**src/rtl/multicycle_control.sv**
```systemverilog
// Multi-cycle control unit: sequences fetch/decode/execute/memory/writeback
// and decodes datapath strobes from the registered state.
module multicycle_control #(
    parameter int unsigned ALUOP_W  = 4,
    parameter int unsigned MAX_WAIT = 15,
    parameter int unsigned RETIRE_W = 32
) (
    input  logic                clk,
    input  logic                rst_n,
    input  logic [5:0]          opcode,
    input  logic [5:0]          func,
    input  logic                zero,
    input  logic                mem_ready,
    output logic                pcwrite,
    output logic [1:0]          pcsource,
    output logic                iord,
    output logic                irwrite,
    output logic                memread,
    output logic                memwrite,
    output logic                memtoreg,
    output logic [1:0]          regdst,
    output logic                regwrite,
    output logic                alusrca,
    output logic [1:0]          alusrcb,
    output logic                zeroext,
    output logic [ALUOP_W-1:0]  aluop,
    output logic                illegal,
    output logic                bus_error,
    output logic [RETIRE_W-1:0] retired
);

    localparam int unsigned WAIT_W = $clog2(MAX_WAIT + 1);

    localparam logic [5:0] OP_RTYPE = 6'b000000;
    localparam logic [5:0] OP_J     = 6'b000010;
    localparam logic [5:0] OP_JAL   = 6'b000011;
    localparam logic [5:0] OP_BEQ   = 6'b000100;
    localparam logic [5:0] OP_BNE   = 6'b000101;
    localparam logic [5:0] OP_ADDI  = 6'b001000;
    localparam logic [5:0] OP_ORI   = 6'b001101;
    localparam logic [5:0] OP_LUI   = 6'b001111;
    localparam logic [5:0] OP_LW    = 6'b100011;
    localparam logic [5:0] OP_SW    = 6'b101011;
    localparam logic [5:0] F_JR     = 6'b001000;

    localparam logic [ALUOP_W-1:0] ALU_ADD  = ALUOP_W'(0);
    localparam logic [ALUOP_W-1:0] ALU_SUB  = ALUOP_W'(1);
    localparam logic [ALUOP_W-1:0] ALU_AND  = ALUOP_W'(2);
    localparam logic [ALUOP_W-1:0] ALU_OR   = ALUOP_W'(3);
    localparam logic [ALUOP_W-1:0] ALU_XOR  = ALUOP_W'(4);
    localparam logic [ALUOP_W-1:0] ALU_SLT  = ALUOP_W'(5);
    localparam logic [ALUOP_W-1:0] ALU_SLTU = ALUOP_W'(6);
    localparam logic [ALUOP_W-1:0] ALU_LUI  = ALUOP_W'(8);

    typedef enum logic [3:0] {
        S_IDLE, S_FETCH, S_DECODE, S_MEMADR, S_MEMRD, S_MEMWB, S_MEMWR, S_REXEC,
        S_RWB, S_IEXEC, S_IWB, S_BRANCH, S_JUMP, S_JAL, S_JR, S_TRAP
    } state_t;

    state_t              state_q, state_d;
    logic [WAIT_W-1:0]   wait_q, wait_d;
    logic                trap_bus_q, trap_bus_d;
    logic [RETIRE_W-1:0] retired_q, retired_d;
    logic                r_legal_c;
    logic [ALUOP_W-1:0]  r_aluop_c;
    logic                wait_done_c;

    assign wait_done_c = (wait_q == WAIT_W'(MAX_WAIT));
    assign retired     = retired_q;

    // R-type func field decode: legality and ALU operation
    always_comb begin
        r_legal_c = 1'b1;
        r_aluop_c = ALU_ADD;
        case (func)
            6'b100000: r_aluop_c = ALU_ADD;
            6'b100010: r_aluop_c = ALU_SUB;
            6'b100100: r_aluop_c = ALU_AND;
            6'b100101: r_aluop_c = ALU_OR;
            6'b100110: r_aluop_c = ALU_XOR;
            6'b101010: r_aluop_c = ALU_SLT;
            6'b101011: r_aluop_c = ALU_SLTU;
            default:   r_legal_c = 1'b0;
        endcase
    end

    // Next-state, wait counter, retire counter and control strobes
    always_comb begin
        state_d    = state_q;
        wait_d     = '0;
        trap_bus_d = trap_bus_q;
        retired_d  = retired_q;
        pcwrite    = 1'b0;
        pcsource   = 2'b00;
        iord       = 1'b0;
        irwrite    = 1'b0;
        memread    = 1'b0;
        memwrite   = 1'b0;
        memtoreg   = 1'b0;
        regdst     = 2'b00;
        regwrite   = 1'b0;
        alusrca    = 1'b0;
        alusrcb    = 2'b00;
        zeroext    = 1'b0;
        aluop      = ALU_ADD;
        illegal    = 1'b0;
        bus_error  = 1'b0;
        case (state_q)
            S_IDLE: state_d = S_FETCH;
            S_FETCH: begin
                memread = 1'b1;
                alusrcb = 2'b01;
                if (mem_ready) begin
                    irwrite = 1'b1;
                    pcwrite = 1'b1;
                    state_d = S_DECODE;
                end else if (wait_done_c) begin
                    trap_bus_d = 1'b1;
                    state_d    = S_TRAP;
                end else begin
                    wait_d = wait_q + WAIT_W'(1);
                end
            end
            S_DECODE: begin
                alusrcb    = 2'b11;
                trap_bus_d = 1'b0;
                case (opcode)
                    OP_LW, OP_SW:           state_d = S_MEMADR;
                    OP_RTYPE: begin
                        if (func == F_JR)   state_d = S_JR;
                        else if (r_legal_c) state_d = S_REXEC;
                        else                state_d = S_TRAP;
                    end
                    OP_ADDI, OP_ORI, OP_LUI: state_d = S_IEXEC;
                    OP_BEQ, OP_BNE:         state_d = S_BRANCH;
                    OP_J:                   state_d = S_JUMP;
                    OP_JAL:                 state_d = S_JAL;
                    default:                state_d = S_TRAP;
                endcase
            end
            S_MEMADR: begin
                alusrca = 1'b1;
                alusrcb = 2'b10;
                state_d = (opcode == OP_SW) ? S_MEMWR : S_MEMRD;
            end
            S_MEMRD: begin
                memread = 1'b1;
                iord    = 1'b1;
                if (mem_ready) begin
                    state_d = S_MEMWB;
                end else if (wait_done_c) begin
                    trap_bus_d = 1'b1;
                    state_d    = S_TRAP;
                end else begin
                    wait_d = wait_q + WAIT_W'(1);
                end
            end
            S_MEMWB: begin
                regwrite  = 1'b1;
                memtoreg  = 1'b1;
                retired_d = retired_q + RETIRE_W'(1);
                state_d   = S_FETCH;
            end
            S_MEMWR: begin
                memwrite = 1'b1;
                iord     = 1'b1;
                if (mem_ready) begin
                    retired_d = retired_q + RETIRE_W'(1);
                    state_d   = S_FETCH;
                end else if (wait_done_c) begin
                    trap_bus_d = 1'b1;
                    state_d    = S_TRAP;
                end else begin
                    wait_d = wait_q + WAIT_W'(1);
                end
            end
            S_REXEC: begin
                alusrca = 1'b1;
                aluop   = r_aluop_c;
                state_d = S_RWB;
            end
            S_RWB: begin
                regwrite  = 1'b1;
                regdst    = 2'b01;
                retired_d = retired_q + RETIRE_W'(1);
                state_d   = S_FETCH;
            end
            S_IEXEC: begin
                alusrca = 1'b1;
                alusrcb = 2'b10;
                case (opcode)
                    OP_ORI: begin
                        aluop   = ALU_OR;
                        zeroext = 1'b1;
                    end
                    OP_LUI:  aluop = ALU_LUI;
                    default: aluop = ALU_ADD;
                endcase
                state_d = S_IWB;
            end
            S_IWB: begin
                regwrite  = 1'b1;
                retired_d = retired_q + RETIRE_W'(1);
                state_d   = S_FETCH;
            end
            S_BRANCH: begin
                alusrca   = 1'b1;
                aluop     = ALU_SUB;
                pcsource  = 2'b01;
                pcwrite   = (opcode == OP_BNE) ? ~zero : zero;
                retired_d = retired_q + RETIRE_W'(1);
                state_d   = S_FETCH;
            end
            S_JUMP: begin
                pcwrite   = 1'b1;
                pcsource  = 2'b10;
                retired_d = retired_q + RETIRE_W'(1);
                state_d   = S_FETCH;
            end
            S_JAL: begin
                pcwrite   = 1'b1;
                pcsource  = 2'b10;
                regwrite  = 1'b1;
                regdst    = 2'b10;
                retired_d = retired_q + RETIRE_W'(1);
                state_d   = S_FETCH;
            end
            S_JR: begin
                pcwrite   = 1'b1;
                pcsource  = 2'b11;
                retired_d = retired_q + RETIRE_W'(1);
                state_d   = S_FETCH;
            end
            S_TRAP: begin
                illegal   = ~trap_bus_q;
                bus_error = trap_bus_q;
                state_d   = S_FETCH;
            end
            default: state_d = S_IDLE;
        endcase
    end

    // State, wait counter, trap cause and retire counter registers
    always_ff @(posedge clk) begin
        if (!rst_n) begin
            state_q    <= S_IDLE;
            wait_q     <= '0;
            trap_bus_q <= 1'b0;
            retired_q  <= '0;
        end else begin
            state_q    <= state_d;
            wait_q     <= wait_d;
            trap_bus_q <= trap_bus_d;
            retired_q  <= retired_d;
        end
    end

endmodule
```
**config.mk**
```make
export PLATFORM = sky130hd
export DESIGN_NAME = multicycle_control
export DESIGN_NICKNAME = d
export VERILOG_FILES = /design/src/rtl/multicycle_control.sv
export SDC_FILE = /design/constraint.sdc
export NUM_CORES = 1
export LEC_CHECK = 0
export ABC_CLOCK_PERIOD_IN_PS = 1900
export BUFFER_PORTS_ARGS = -buffer_cell sky130_fd_sc_hd__buf_2
export CAP_MARGIN = 10
export CORE_MARGIN = 2
export CORE_UTILIZATION = 48
export CTS_CLUSTER_DIAMETER = 200
export DETAILED_ROUTE_END_ITERATION = 8
export GPL_TIMING_DRIVEN = 0
export PLACE_DENSITY = 0.83
export RECOVER_POWER = 25
export SETUP_SLACK_MARGIN = 0.3
export SLEW_MARGIN = 20
export SYNTH_ARGS = -nofsm -noshare
export SYNTH_HDL_FRONTEND = slang
export SYNTH_SLANG_ARGS = --single-unit
```
**constraint.sdc**
```tcl
create_clock -name clk -period 1.9 [get_ports clk]
set_input_delay 0.38 -clock clk [delete_from_list [all_inputs] [get_ports clk]]
set_output_delay 0.38 -clock clk [all_outputs]
set_load 0.005 [all_outputs]
```
Word-level counts from Yosys, hierarchy flattened
Cells that the tools add are included.
{ "op_classes": {"add_sub_neg": 2, "reduce_logical": 21, "bitwise": 4, "eq_ne": 36, "muxes": 35} }
{ "op_table": {"columns": ["op", "n"], "rows": [
  ["32-bit one-hot mux with 2 select lines", 1],
  ["6-bit equality test (second input constant)", 9],
  ["4-bit equality test (second input constant)", 9],
  ["32-bit by 1-bit adder with 32-bit output (second input constant)", 1],
  ["32-bit 2-to-1 mux", 1],
  ["4-bit one-hot mux with 8 select lines", 1],
  ["6-bit by 4-bit equality test with 1-bit output (second input constant)", 4],
  ["4-bit 2-to-1 mux", 6],
  ["4-bit one-hot mux with 6 select lines", 1],
  ["3-bit one-hot mux with 6 select lines", 1],
  ["4-bit by 3-bit equality test with 1-bit output (second input constant)", 4],
  ["1-bit 2-to-1 mux", 16],
  ["7-bit OR reduction", 2],
  ["6-bit by 2-bit equality test with 1-bit output (second input constant)", 2],
  ["6-bit by 3-bit equality test with 1-bit output (second input constant)", 2],
  ["2-bit one-hot mux with 3 select lines", 2],
  ["4-bit one-hot mux with 3 select lines", 1],
  ["2-bit OR reduction", 6],
  ["4-bit OR reduction", 3],
  ["3-bit OR reduction", 3],
  ["9-bit OR reduction", 1],
  ["4-bit by 2-bit equality test with 1-bit output (second input constant)", 2],
  ["4-bit one-hot mux with 2 select lines", 1],
  ["6-bit logical NOT", 1],
  ["13 further kinds", 18]
]} }
{ "word_totals": {"out_inout_bits": 53, "regBits": 41, "wordCells": 102} }

Logic depth before layout (Yosys ltp)
{ "depth": {"depth_word": 7, "depth_mapped": 8, "ltp_nobuf": 6} }

Worst setup path after synthesis
Ideal clock, no wire load.
{ "synth_path": {"path_kind": "register to register", "startpoint": "register retired_q[7], in the netlist retired[7]", "endpoint": "register retired_q[28], in the netlist retired[28]", "required_ns": 1.830, "arrival_ns": 1.705, "stages_incl_launch_ff": 7, "setup_time_ns": 0.070, "synth_period_minus_slack_ns": 1.775, "n_path_buf": 1, "path_slack_ns": 0.125, "cell_sequence": "dfxtp_1 and4_1 and3_1 o2111ai_4 buf_6 or4_1 a21oi_1"} }
{ "synth_via": {"elab_chain_cells": 3} }
{ "synth_lines": {"columns": ["element", "line", "rtl"], "rows": [
  ["from (decl)", "63", "logic [RETIRE_W-1:0] retired_q, retired_d;"],
  ["from (signal assigned)", "254", "retired_q <= retired_d;"],
  ["32-bit by 1-bit adder with 32-bit output *", null, null],
  ["32-bit 2-to-1 mux", "167", "if (mem_ready) begin"],
  ["32-bit one-hot mux with 2 select lines *", "108", "case (state_q)"]
]} }
Mark *: on every way between the ends. The rest lies on a longest branch, timed or not. The select of a mux whose other input is x is not followed.
A chain may end at the register's enable or synchronous reset.

Final worst setup path
{ "layout_path": {"startpoint": "register state_q[1]", "endpoint": "register retired_q[27], in the netlist retired[27]"} }
{ "layout_via": {"elab_chain_cells": 4} }
{ "layout_lines": {"columns": ["element", "line", "rtl"], "rows": [
  ["from (decl)", "60", "state_t state_q, state_d;"],
  ["from (signal assigned)", "251", "state_q <= state_d;"],
  ["4-bit equality test or 4-bit by 3-bit equality test with 1-bit output (tied branches)", "108", null],
  ["7-bit OR reduction (no source line)", null, null],
  ["2-bit nonzero test (no source line)", null, null],
  ["2-bit AND reduction (no source line)", null, null]
]} }
Parallel ways exist; a longest one is shown, timed or not.

==> results.sh <==
export IMPL_run_status="complete, but fails checks"
export IMPL_violations="negative setup slack"
export IMPL_cts_buffers=5
export IMPL_reg2regPathDepth=9
export IMPL_place_gp_congestion=0.819
export IMPL_wire_per_inst_um=24.8
export IMPL_synth_distinct_cells=47
export IMPL_clk_path_buf_depth=2
export IMPL_synth_seq_area_share=0.319
export IMPL_hp_class="in2reg"
export IMPL_period_minus_slack_ns=2.19
export IMPL_yosysMostFrequentCell="dfxtp_1"
export IMPL_synth_simple_gate_area_frac=0.290
export IMPL_rows=26
export IMPL_grt_pass1_vias=3194
export IMPL_synth_compound_area_share=0.263
export IMPL_endpoint_kind="flip-flop"
export IMPL_r2r_end="retired[27]"
export IMPL_core_area_um2=5140
export IMPL_critPathArrivalTime_ns=2.41
export IMPL_slowest_stage="or4_4"
export IMPL_hpwl_mm=5.04
export IMPL_routed_via_density=7.07
export IMPL_path_clk_slew_ns=0.09
export IMPL_synthesis_nets=352
export IMPL_root_buffer="clkbuf_8"
export IMPL_antenna_found_initial=0
export IMPL_async_flop_share=0
export IMPL_synthFlopType="dfxtp_1"
export IMPL_synth_enable_flop_cells=0
export IMPL_cellLeakagePower_nw=1.66
export IMPL_synth_top_area_frac=0.319
export IMPL_dr_total_vias=3721
export IMPL_worst_path_max_fanout=5
export IMPL_syn_avg_cell_area_um2=7.71
export IMPL_tightest_slew_ns=0.717
export IMPL_drc_errors=0
export IMPL_syn_to_final_growth_pct=71.6
export IMPL_drive_gt1_frac=0.568
export IMPL_total_power_mw=3.95
export IMPL_cts_sinks=41
export IMPL_setup_ws_ns=-0.286
export IMPL_drtAntennaViolNets=0
export IMPL_dieArea_um2=5960
export IMPL_synth_fa_ha_area_frac=0.00972
export IMPL_synth_area_um2=2570
export IMPL_path_cells="buf_6 -> buf_4 -> buf_8 -> nor2b_4 -> o2bb2ai_4 -> o2111ai_4 -> buf_6 -> or4_4 -> a21oi_1"
export IMPL_max_slew_margin=0.522
export IMPL_portBuffers=66
export IMPL_period_share=1.15
export IMPL_synthesis_instances=334
export IMPL_drt_iter0_drc=525
export IMPL_hold_path_endpoint="state_q[1]"
export IMPL_rsz0062_at_grt="yes"
export IMPL_hold_depth=3
export IMPL_netlist_top_cells_count="dfxtp_1, a21oi_1, nor2_1, nand2_1, inv_1"
export IMPL_final_nets=473
export IMPL_preCtsSetupSlack_ns=-0.102
export IMPL_peakVddDrop_mv=0.664
export IMPL_drv_slew=0
export IMPL_diodes=0
export IMPL_min_from="rst_n"
export IMPL_wirelength_mm=13.1
export IMPL_synth_mux_area_frac=0.00389
export IMPL_track_usage=0.332
export IMPL_grt_ovfl_total=0
export IMPL_die_w_um=77.2
export IMPL_ys_warn_count=0
export IMPL_critPathMostFrequentCell="buf_6"
export IMPL_start_util=0.501
export IMPL_firstDrtPassIters=7
export IMPL_crit_required_ns=2.12
export IMPL_hold_slack_ns=0.426
export IMPL_dieHeight_um=77.2
export IMPL_crit_path_start_kind="flip-flop"
export IMPL_ioPinCount=69
export IMPL_r2r_setup_slack_ns=-0.29
export IMPL_path_class="reg2reg"
export IMPL_tns_ns=-5.35
export IMPL_reg2reg_from="state_q[1]"
export IMPL_ys_top_cells_by_area="dfxtp_1, a21oi_1, nor2_1, xnor2_1, o31ai_1"
export IMPL_final_hold_viol_count=0
export IMPL_setup_violations=43
export IMPL_grt_max_degree=14
export IMPL_fin_skew_ns=0.00515
export IMPL_synth_xor_area_frac=0.0544
export IMPL_max_cap_violations=0
export IMPL_insertion_delay_ns=0.31
export IMPL_grt_first_pass_wirelength_mm=15.9
export IMPL_ys_ff_latch=41
export IMPL_cts_tree="built"
export IMPL_yosys_area_top_type="dfxtp_1"
export IMPL_synth_top_family_by_area="simple AND/OR/NAND/NOR gates"
export IMPL_htree_levels=2
export IMPL_cts_hold_buf=0
export IMPL_crit_path_max_incr_delay_ns=0.42
export IMPL_max_freq_mhz=457
export IMPL_p_per_area_nw_per_um2=893
worst max-delay path, delay by kind of cell, from the launching register on:
family | cells | cell delay, ns
and+or+nand+nor | 2 | 0.60
buffers and inverters | 4 | 0.59
AOI/OAI and AO/OA | 3 | 0.58
DFF | 1 | 0.33
placed cells by master (no fill, tap or decap), types with 9 or more instances in the layout:
| master | count |
|---|---|
| buf_6 | 24 |
| a21oi_2 | 18 |
| dfxtp_1 | 30 |
| buf_4 | 24 |
| clkbuf_8 | 9 |
| nand3_1 | 14 |
| buf_2 | 65 |
| nor2_1 | 22 |
| or4_4 | 14 |
| a21oi_1 | 17 |
| nand2_1 | 17 |
| inv_1 | 14 |
| xnor2_1 | 11 |
how the worst max path moves through the flow:
stage	end	slack, ns	start	depth (start not counted)
after floorplan	retired[28]	0.23	state_q[0]	7
after global placement	pcwrite	-0.08	state_q[0]	7
after detailed placement	pcwrite	-0.10	state_q[0]	7
after CTS	aluop[0]	-0.16	state_q[1]	8
after global routing	retired[27]	-0.33	state_q[1]	9
final	retired[27]	-0.29	state_q[1]	9
where the power goes:
group | leakage [nW] | switching [mW] | internal (mW)
sequential | 0.337 | 0.102 | 0.919
clock | 0.0549 | 0.345 | 0.336
combinational | 1.27 | 1.16 | 1.08
total | 1.66 | 1.61 | 2.34
sequential cells by signal, indices dropped and copies added (netlist names):
signal      cells
wait_q          4
state_q         4
trap_bus_q      1
retired        32
stage by stage:
step	area (µm²)	utilization	cells
3_5_place_dp	3070	0.598	470
3_3_place_gp	3070	0.598	470
4_1_cts	3930	0.764	513
5_1_grt	4420	0.859	526
2_1_floorplan	2660	-	334
6_report	4420	0.859	526
cell families (layout without fill, tap and decap cells):
group           count (synthesis)  count (layout)
fa+ha+maj                       2               2
xor+xnor                       16              16
simple gates                  143             143
compound gates                 94              94
flops                          41              41
buf+inv                        37             159
mux                             1               1
what timing repair did:
action | CTS | global route
pin swaps | 46 | 37
setup buffers | 33 | 12
setup endpoints to repair | 53 | 61
gates cloned | 2 | 1
gates resized for setup | 115 | 91
layer usage:
layer,vias to the layer above,wire [µm],part of all wire,GRT usage
met5,-,0,0,0
met1,1754,4630,0.35,0.397
li1,1477,-,-,-
met2,363,6120,0.47,0.566
met4,0,1060,0.081,0.173
met3,127,1260,0.096,0.0588
final cells by class:
class	count	area, µm²
Multi-Input combinational cell	256	2300
Sequential cell	41	845
Timing Repair Buffer	114	798
Fill cell	267	723
Buffer	20	214
Clock buffer	7	96.3
Tap cell	70	87.6
Inverter	17	71.3
Clock inverter	1	8.76
Power figures use the tool's default switching activity.
